==> src/rtl/apb_master_nslave.sv <==
// APB master bridge for NSLV slaves: one command at a time,
// with wait states, slave error, decode miss and access timeout.
module apb_master_nslave #(
  parameter int AW      = 32,
  parameter int DW      = 32,
  parameter int NSLV    = 2,
  parameter int TIMEOUT = 16
) (
  input  logic                 pclk,
  input  logic                 presetn,
  input  logic                 transfer,
  output logic                 cmd_ready,
  input  logic                 read_write,
  input  logic [AW-1:0]        apb_write_paddr,
  input  logic [DW-1:0]        apb_write_data,
  input  logic [AW-1:0]        apb_read_paddr,
  output logic [DW-1:0]        apb_read_data_out,
  output logic                 rsp_valid,
  output logic                 rsp_err,
  output logic [AW-1:0]        paddr,
  output logic [NSLV-1:0]      psel,
  output logic                 penable,
  output logic                 pwrite,
  output logic [DW-1:0]        pwdata,
  input  logic [NSLV*DW-1:0]   prdata,
  input  logic [NSLV-1:0]      pready,
  input  logic [NSLV-1:0]      pslverr
);

  localparam int SW = (NSLV > 1) ? $clog2(NSLV) : 1;
  localparam int CW = (TIMEOUT > 0) ? $clog2(TIMEOUT + 1) : 1;

  typedef enum logic [1:0] {
    IDLE,
    SETUP,
    ACCESS,
    DERR
  } state_t;

  state_t        r_state;
  state_t        w_next;

  logic          r_rd;
  logic [AW-1:0] r_addr;
  logic [DW-1:0] r_wdata;
  logic [SW-1:0] r_idx;
  logic [CW-1:0] r_cnt;
  logic [DW-1:0] r_rdata;
  logic          r_rsp_valid;
  logic          r_rsp_err;

  logic          w_accept;
  logic [AW-1:0] w_addr;
  logic [SW-1:0] w_idx;
  logic          w_hit;
  logic          w_act;
  logic          w_rdy;
  logic          w_err;
  logic [DW-1:0] w_slice;
  logic          w_tmo;
  logic          w_rsp_set;
  logic          w_rsp_err;
  logic          w_rd_upd;
  logic [DW-1:0] w_rd_val;

  assign cmd_ready = presetn && (r_state == IDLE);
  assign w_accept  = transfer && cmd_ready;
  assign w_addr    = read_write ? apb_read_paddr
                                : apb_write_paddr;
  assign w_idx     = w_addr[AW-1 -: SW];
  assign w_hit     = {{(32-SW){1'b0}}, w_idx} < NSLV[31:0];
  assign w_act     = (r_state == SETUP) ||
                     (r_state == ACCESS);

  // Per-slave mux; only a decoded (in-range) index reaches SETUP.
  always_comb begin
    w_rdy   = 1'b0;
    w_err   = 1'b0;
    w_slice = '0;
    psel    = '0;
    for (int i = 0; i < NSLV; i++) begin
      if (r_idx == SW'(i)) begin
        w_rdy   = pready[i];
        w_err   = pslverr[i];
        w_slice = prdata[i*DW +: DW];
        psel[i] = w_act;
      end
    end
  end

  if (TIMEOUT > 0) begin : g_tmo
    assign w_tmo = (r_cnt == CW'(TIMEOUT - 1));
  end else begin : g_ntmo
    assign w_tmo = 1'b0;
  end

  always_comb begin
    w_next    = r_state;
    w_rsp_set = 1'b0;
    w_rsp_err = 1'b0;
    w_rd_upd  = 1'b0;
    w_rd_val  = '0;
    unique case (r_state)
      IDLE: begin
        if (w_accept)
          w_next = w_hit ? SETUP : DERR;
      end
      SETUP: begin
        w_next = ACCESS;
      end
      ACCESS: begin
        if (w_rdy) begin
          w_next    = IDLE;
          w_rsp_set = 1'b1;
          w_rsp_err = w_err;
          w_rd_upd  = r_rd;
          w_rd_val  = w_err ? '0 : w_slice;
        end else if (w_tmo) begin
          w_next    = IDLE;
          w_rsp_set = 1'b1;
          w_rsp_err = 1'b1;
          w_rd_upd  = r_rd;
        end
      end
      DERR: begin
        w_next    = IDLE;
        w_rsp_set = 1'b1;
        w_rsp_err = 1'b1;
        w_rd_upd  = r_rd;
      end
      default: w_next = IDLE;
    endcase
  end

  always_ff @(posedge pclk) begin
    if (!presetn) r_state <= IDLE;
    else          r_state <= w_next;
  end

  always_ff @(posedge pclk) begin
    if (!presetn) begin
      r_rd        <= 1'b0;
      r_addr      <= '0;
      r_wdata     <= '0;
      r_idx       <= '0;
      r_cnt       <= '0;
      r_rdata     <= '0;
      r_rsp_valid <= 1'b0;
      r_rsp_err   <= 1'b0;
    end else begin
      if (w_accept) begin
        r_rd    <= read_write;
        r_addr  <= w_addr;
        r_wdata <= apb_write_data;
        r_idx   <= w_idx;
      end
      if (w_next == SETUP)
        r_cnt <= '0;
      else if (r_state == ACCESS)
        r_cnt <= r_cnt + 1'b1;
      if (w_rd_upd)
        r_rdata <= w_rd_val;
      r_rsp_valid <= w_rsp_set;
      r_rsp_err   <= w_rsp_err;
    end
  end

  assign paddr             = r_addr;
  assign pwdata            = r_wdata;
  assign penable           = (r_state == ACCESS);
  assign pwrite            = w_act && !r_rd;
  assign apb_read_data_out = r_rdata;
  assign rsp_valid         = r_rsp_valid;
  assign rsp_err           = r_rsp_err;

endmodule

==> config.mk <==
export PLATFORM = sky130hd
export DESIGN_NAME = apb_master_nslave
export DESIGN_NICKNAME = d
export VERILOG_FILES = /design/src/rtl/apb_master_nslave.sv
export SDC_FILE = /design/constraint.sdc
export NUM_CORES = 1
export LEC_CHECK = 0
export CAP_MARGIN = 15
export CORE_MARGIN = 2
export CORE_UTILIZATION = 39
export DETAILED_ROUTE_END_ITERATION = 8
export GPL_ROUTABILITY_DRIVEN = 0
export GPL_TIMING_DRIVEN = 0
export PLACE_DENSITY = 0.81
export SYNTH_ARGS = -nofsm -noshare
export SYNTH_HDL_FRONTEND = slang
export SYNTH_SLANG_ARGS = --single-unit
==> constraint.sdc <==
create_clock -name pclk -period 1.95 [get_ports pclk]
set_input_delay 0.2925 -clock pclk [delete_from_list [all_inputs] [get_ports pclk]]
set_output_delay 0.2925 -clock pclk [all_outputs]
set_load 0.02 [all_outputs]
==> impl_metrics.env, run 1 <==
export IMPL_outcome="finished clean"
export IMPL_syn_area_per_cell_sq_um=10.48
export IMPL_ctsHoldBuffers=0
export IMPL_yosysTopAreaCell="dfxtp_1"
export IMPL_slew_headroom_pct=61.58
export IMPL_peakVddDrop_uv=489.9
export IMPL_wl_um=14760
export IMPL_final_layout_size_suffix_gt1_share_pct=9.960
export IMPL_postCtsSetupRepairBufs=0
export IMPL_cp_num_buf_inv=2
export IMPL_hp_class="in -> reg"
export IMPL_crit_path_cell_trace="inv_1 > ha_1 > nor2b_1 > clkdlybuf4s15_2"
export IMPL_path_clk_slew_ns=0.07
export IMPL_final_hold_viol_count=0
export IMPL_grt_max_degree=20
export IMPL_grt_pass1_wl_um=22890
export IMPL_synthArstFlopShare_pct=0
export IMPL_clockBufferDepth=2
export IMPL_ant_nets=0
export IMPL_rows=40
export IMPL_synth_top_family_by_area="compound AO/OA/AOI/OAI gates"
export IMPL_setup_viol=0
export IMPL_cts_sinks=106
export IMPL_p_leak_nw=3.312
export IMPL_cts_tree="done"
export IMPL_critPathKind="reg -> out"
export IMPL_path_delay_family="buffers and inverters"
export IMPL_avgViaCountPerCell=4.866
export IMPL_startpoint_type="flip-flop"
export IMPL_worst_slew_pin_slew_ns=0.5764
export IMPL_initial_core_util_pct=40.06
export IMPL_synth_xor_area_share_pct=0.1813
export IMPL_cts_buffers=9
export IMPL_final_util_pct=66.51
export IMPL_synth_top_area_share_pct=43.92
export IMPL_max_freq_mhz=546.3
export IMPL_io_buffers=268
export IMPL_fin_nets=913
export IMPL_yosysWarnings=0
export IMPL_coreArea_sq_um=12060
export IMPL_endpoint_kind="primary output"
export IMPL_worst_endpoint_arrival_ns=1.54
export IMPL_period_needed_ns=1.831
export IMPL_synth_mux_area_share_pct=13.46
export IMPL_ys_types=35
export IMPL_crit_required_ns=1.66
export IMPL_die_w_um=115.3
export IMPL_ys_seq_elements=106
export IMPL_drtIter0Drc=146
export IMPL_maxCapViolCount=0
export IMPL_power_density_nw_per_um2=944.8
export IMPL_grt_usage_pct=21.83
export IMPL_min_from="read_write"
export IMPL_root_buffer="clkbuf_16"
export IMPL_synth_simple_gate_area_share_pct=12.20
export IMPL_drc=0
export IMPL_synth_enable_flop_cells=0
export IMPL_rsz0062_at_grt="no"
export IMPL_startpoint="r_state[1]"
export IMPL_detail_route_wl_per_cell_um=16.21
export IMPL_h_tree_depth=3
export IMPL_synth_compound_area_share_pct=23.74
export IMPL_fin_cells=911
export IMPL_num_vias=4433
export IMPL_power_w=0.007580
export IMPL_dp_final_hpwl_um=11920
export IMPL_place_ws_ns=-0.3979
export IMPL_clock_skew_ns=0.008629
export IMPL_yosys_most_used_dff="dfxtp_1"
export IMPL_slowest_stage="dfxtp_2"
export IMPL_grt_pass1_vias=4631
export IMPL_place_inst=897
export IMPL_dr_pass1_iters=4
export IMPL_synthCells=461
export IMPL_seq_area_frac_synth_pct=43.92
export IMPL_synth_fp_nets=636
export IMPL_boundaryPins=271
export IMPL_rr_startpoint="r_state[0]"
export IMPL_slowest_delay_ns=0.37
export IMPL_drv_slew=0
export IMPL_fin_ws_ns=0.1194
export IMPL_synthAdderAreaFrac_pct=1.813
export IMPL_path_max_fanout=5
export IMPL_grt_ovfl_total=0
export IMPL_insertion_delay_ns=0.34
export IMPL_syn_area_sq_um=4832
export IMPL_tns_ns=0
export IMPL_synth_area_leaders="dfxtp_1 44%, mux2i_1 13%, o2bb2ai_2 9.3%"
export IMPL_fp_dieArea_sq_um=13300
export IMPL_syn2layout_area_growth_pct=66.03
export IMPL_n_antenna_cell=0
export IMPL_nFillCells=975
export IMPL_min_period_over_period_pct=93.88
export IMPL_antenna_found_initial=0
export IMPL_die_h_um=115.3
==> tightest hold or removal path, cell delays in order <==
cell and delay [ns]:
buf_2 0.17, mux2i_1 0.09, nand2_1 0.06, o211a_1 0.14
==> power by group <==
| group | switching [W] | total (W) | internal (W) |
|---|---|---|---|
| clock network | 0.000780 | 0.00185 | 0.00107 |
| logic | 0.00161 | 0.00304 | 0.00144 |
| registers | 0.000194 | 0.00268 | 0.00249 |
| total | 0.00258 | 0.00758 | 0.00500 |
==> final cells by class <==
class | instances | area, sq um | area share (%)
plain buffers | 36 | 209.0 | 2.604
clock buffers | 13 | 260.3 | 3.244
flip-flops and latches | 106 | 2125 | 26.48
repair buffers | 268 | 2671 | 33.30
inverters | 4 | 15.01 | 0.1871
well taps | 168 | 210.2 | 2.620
multi-input cells | 313 | 2486 | 30.99
clock inverters | 3 | 46.29 | 0.5770
==> registers in the layout, indices dropped and copies added, names as in the netlist <==
| register | cells |
|---|---|
| rsp_valid | 1 |
| r_rd | 1 |
| pwdata | 32 |
| apb_read_data_out | 32 |
| paddr | 32 |
| rsp_err | 1 |
| r_state | 2 |
| r_cnt | 5 |
==> Yosys cell counts, types with 2 or more instances <==
library cell,number
dfxtp_1,106
nand2_1,103
mux2i_1,65
a21boi_1,33
o211a_1,32
o2bb2ai_2,30
clkbuf_1,17
buf_2,10
buf_6,7
ha_1,7
a21oi_1,5
nand2b_1,5
inv_1,4
nor2b_1,4
and2_1,3
buf_1,3
nand3b_1,3
and3_1,2
nand4b_1,2
nor3b_1,2
o21a_1,2
o21ai_1,2
o2bb2ai_1,2
==> timing repair <==
item	in CTS	in global routing
resized for setup	13	8
endpoints found under the setup margin	5	13
hold endpoints to repair	0	0
==> cells by family after synthesis <==
family,count (synthesis)
buf+inv,42
fa+ha+maj,7
simple gates,130
xor+xnor,1
compound gates,110
flops,106
mux,65
==> layout by cell type (no fill, tap or decap), drive strengths merged, types with 7 or more instances in the layout <==
cell type	synthesis	layout
a21boi	33	33
buf	21	20
clkbuf	17	31
clkdlybuf4s50	0	263
dfxtp	106	106
ha	7	7
mux2i	65	65
nand2	103	103
o211a	33	33
o2bb2ai	32	32
==> final timing paths <==
kind	end	slack, ns	cells after the start
worst min-delay path	paddr[2]	0.45	4
worst min register to register	pwdata[4]	0.45	2
worst max-delay path	pwrite	0.12	4
worst max register to register	paddr[26]	0.16	7
==> routing by layer <==
metal / vias up / global-route usage, % / wire [um] / part of all wire [%]
li1: 2178 / - / - / -
met1: 2078 / 25.21 / 5890 / 40
met2: 157 / 40.35 / 7822 / 53
met3: 20 / 5.219 / 800 / 5.4
met4: 0 / 5.382 / 250 / 1.7
met5: - / 0 / 0 / 0
==> per-stage QoR <==
stage | hold slack [ns] | cell area, sq um
6_report | 0.4478 | 8023
5_1_grt | 0.4720 | 8023
4_1_cts | 0.4454 | 8019
3_5_place_dp | 0.4468 | 7725
3_3_place_gp | 0.4425 | 7725
2_1_floorplan | 0.4274 | 4832
No activity file was read; power rests on OpenSTA's default activity.
==> run 2: changes to the inputs <==
--- a/config.mk
+++ b/config.mk
@@ -8,10 +8,12 @@
 export CAP_MARGIN = 15
 export CORE_MARGIN = 2
 export CORE_UTILIZATION = 39
+export CTS_CLUSTER_SIZE = 20
 export DETAILED_ROUTE_END_ITERATION = 8
 export GPL_ROUTABILITY_DRIVEN = 0
 export GPL_TIMING_DRIVEN = 0
 export PLACE_DENSITY = 0.81
+export REMOVE_ABC_BUFFERS = 1
 export SYNTH_ARGS = -nofsm -noshare
 export SYNTH_HDL_FRONTEND = slang
 export SYNTH_SLANG_ARGS = --single-unit
==> impl_metrics.env, run 2 (synthesis results as in run 1) <==
export IMPL_slowest_stage="dfxtp_2"
export IMPL_grt_pass1_vias=4487
export IMPL_peakVddDrop_uv=568.3
export IMPL_grt_usage_pct=21.14
export IMPL_final_common_cell="clkdlybuf4s50_1"
export IMPL_n_antenna_cell=0
export IMPL_grt_max_degree=54
export IMPL_worst_slew_pin_slew_ns=0.9902
export IMPL_hp_class="in -> reg"
export IMPL_endpoint_kind="primary output"
export IMPL_avgViaCountPerCell=4.928
export IMPL_min_period_over_period_pct=97.91
export IMPL_worst_r2r_cell_count=6
export IMPL_outcome="finished clean"
export IMPL_crit_path_cell_trace="inv_1 > ha_1 > and2_1 > dlygate4sd2_1"
export IMPL_cts_tree="done"
export IMPL_worstSetupEndpoint="psel[1]"
export IMPL_ctsHoldBuffers=0
export IMPL_multi_input_area_sq_um=2547
export IMPL_final_layout_size_suffix_gt1_share_pct=9.218
export IMPL_nFillCells=966
export IMPL_max_freq_mhz=523.8
export IMPL_grt_ovfl_total=0
export IMPL_power_w=0.007712
export IMPL_insertion_delay_ns=0.34
export IMPL_crit_required_ns=1.66
export IMPL_slew_headroom_pct=33.98
export IMPL_antenna_found_initial=0
export IMPL_slowest_delay_ns=0.39
export IMPL_place_inst=863
export IMPL_die_w_um=115.3
export IMPL_clock_skew_ns=0.006520
export IMPL_cts_buffers=9
export IMPL_dp_final_hpwl_um=10210
export IMPL_setup_viol=0
export IMPL_num_vias=4356
export IMPL_path_clk_slew_ns=0.07
export IMPL_maxCapViolCount=0
export IMPL_worst_endpoint_arrival_ns=1.62
export IMPL_clockBufferDepth=2
export IMPL_power_density_nw_per_um2=966.4
export IMPL_cts_sinks=106
export IMPL_rsz0062_at_grt="yes"
export IMPL_p_leak_nw=3.272
export IMPL_final_hold_viol_count=0
export IMPL_fin_cells=884
export IMPL_boundaryPins=271
export IMPL_path_max_fanout=5
export IMPL_fin_nets=886
export IMPL_syn2layout_area_growth_pct=65.15
export IMPL_drc=0
export IMPL_regArea_sq_um=2128
export IMPL_wl_um=14780
export IMPL_detail_route_wl_per_cell_um=16.71
export IMPL_h_tree_depth=3
export IMPL_r2r_setup_slack_ns=0.13
export IMPL_coreArea_sq_um=12060
export IMPL_final_cell_mix="263 x clkdlybuf4s50_1, 103 x dfxtp_1, 102 x nand2_1"
export IMPL_drtIter0Drc=167
export IMPL_period_needed_ns=1.909
export IMPL_initial_core_util_pct=40.06
export IMPL_rr_startpoint="r_cnt[0]"
export IMPL_drv_slew=0
export IMPL_r2r_end="apb_read_data_out[28]"
export IMPL_startpoint="r_state[1]"
export IMPL_fp_dieArea_sq_um=13300
export IMPL_startpoint_type="flip-flop"
export IMPL_ant_nets=0
export IMPL_io_buffers=270
export IMPL_dr_pass1_iters=4
export IMPL_grt_pass1_wl_um=22170
export IMPL_root_buffer="clkbuf_16"
export IMPL_rows=40
export IMPL_critPathKind="reg -> out"
export IMPL_die_h_um=115.3
[run 2: layout make-up]
| class | count | area share [%] |
|---|---|---|
| clock buffers | 11 | 3.042 |
| clock inverters | 5 | 1.066 |
| inverters | 4 | 0.1881 |
| multi-input cells | 317 | 31.92 |
| flip-flops and latches | 106 | 26.67 |
| well taps | 168 | 2.634 |
| repair buffers | 273 | 34.48 |
[run 2: critical path, delay by kind of cell, from the launching register on]
family | cells | cell delay [ns]
adder cells (fa/ha/maj) | 1 | 0.31
buffers and inverters | 2 | 0.43
flip-flops | 1 | 0.39
AND/OR/NAND/NOR | 1 | 0.16
[run 2: per-layer routing]
layer | up-vias | GRT usage [%] | share of wire [%] | wire length (um)
met5 | - | 0 | 0 | 0
met4 | 0 | 6.506 | 1.9 | 280
met3 | 21 | 5.008 | 5.6 | 822
met2 | 147 | 38.83 | 53 | 7800
met1 | 2054 | 24.14 | 40 | 5872
li1 | 2134 | - | - | -
[run 2: worst min path at each step]
| stage | from | end | cells after the start | slack, ns |
|---|---|---|---|---|
| floorplan | presetn | rsp_valid | 1 | 0.41 |
| global placement | pwdata[30] | pwdata[30] | 2 | 0.44 |
| detailed placement | apb_read_data_out[31] | apb_read_data_out[31] | 1 | 0.45 |
| CTS | presetn | pwdata[20] | 2 | 0.37 |
| global route | presetn | pwdata[24] | 2 | 0.38 |
| finish | presetn | pwdata[28] | 2 | 0.37 |
[run 2: where the power goes]
| part | leakage, nW | switching (W) | internal [W] |
|---|---|---|---|
| clock network | 0.156 | 0.000801 | 0.00117 |
| logic | 2.25 | 0.00161 | 0.00144 |
| registers | 0.869 | 0.000198 | 0.00249 |
| total | 3.27 | 0.00261 | 0.00510 |
[run 2: metrics by stage]
step / TNS (ns) / hold slack (ns) / instance area, sq um / worst slack, ns / utilization [%]
finish: 0 / 0.3713 / 7980 / 0.04077 / 66.16
global route: -0.1402 / 0.3769 / 7980 / -0.06814 / 66.16
CTS: 0 / 0.3663 / 7971 / 0.02202 / 66.09
detailed placement: -10.19 / 0.4464 / 7567 / -0.2533 / 62.74
global placement: -181.53 / 0.4409 / 7533 / -1.893 / 62.46
floorplan: -82.80 / 0.4100 / 4621 / -0.9156 / -
[run 2: repair_timing]
item	in CTS	in global routing
setup endpoints to repair	47	14
setup buffers	0	0
resized for setup	16	2
cloned	3	2
pin swaps	2	2
==> run 3: changes to the inputs <==
--- a/config.mk
+++ b/config.mk
@@ -8,7 +8,6 @@
 export CAP_MARGIN = 15
 export CORE_MARGIN = 2
 export CORE_UTILIZATION = 39
-export CTS_CLUSTER_SIZE = 20
 export DETAILED_ROUTE_END_ITERATION = 8
 export GPL_ROUTABILITY_DRIVEN = 0
 export GPL_TIMING_DRIVEN = 0
==> results of run 3 <==
The final DEF is identical to that of run 2; final timing and power are the same.
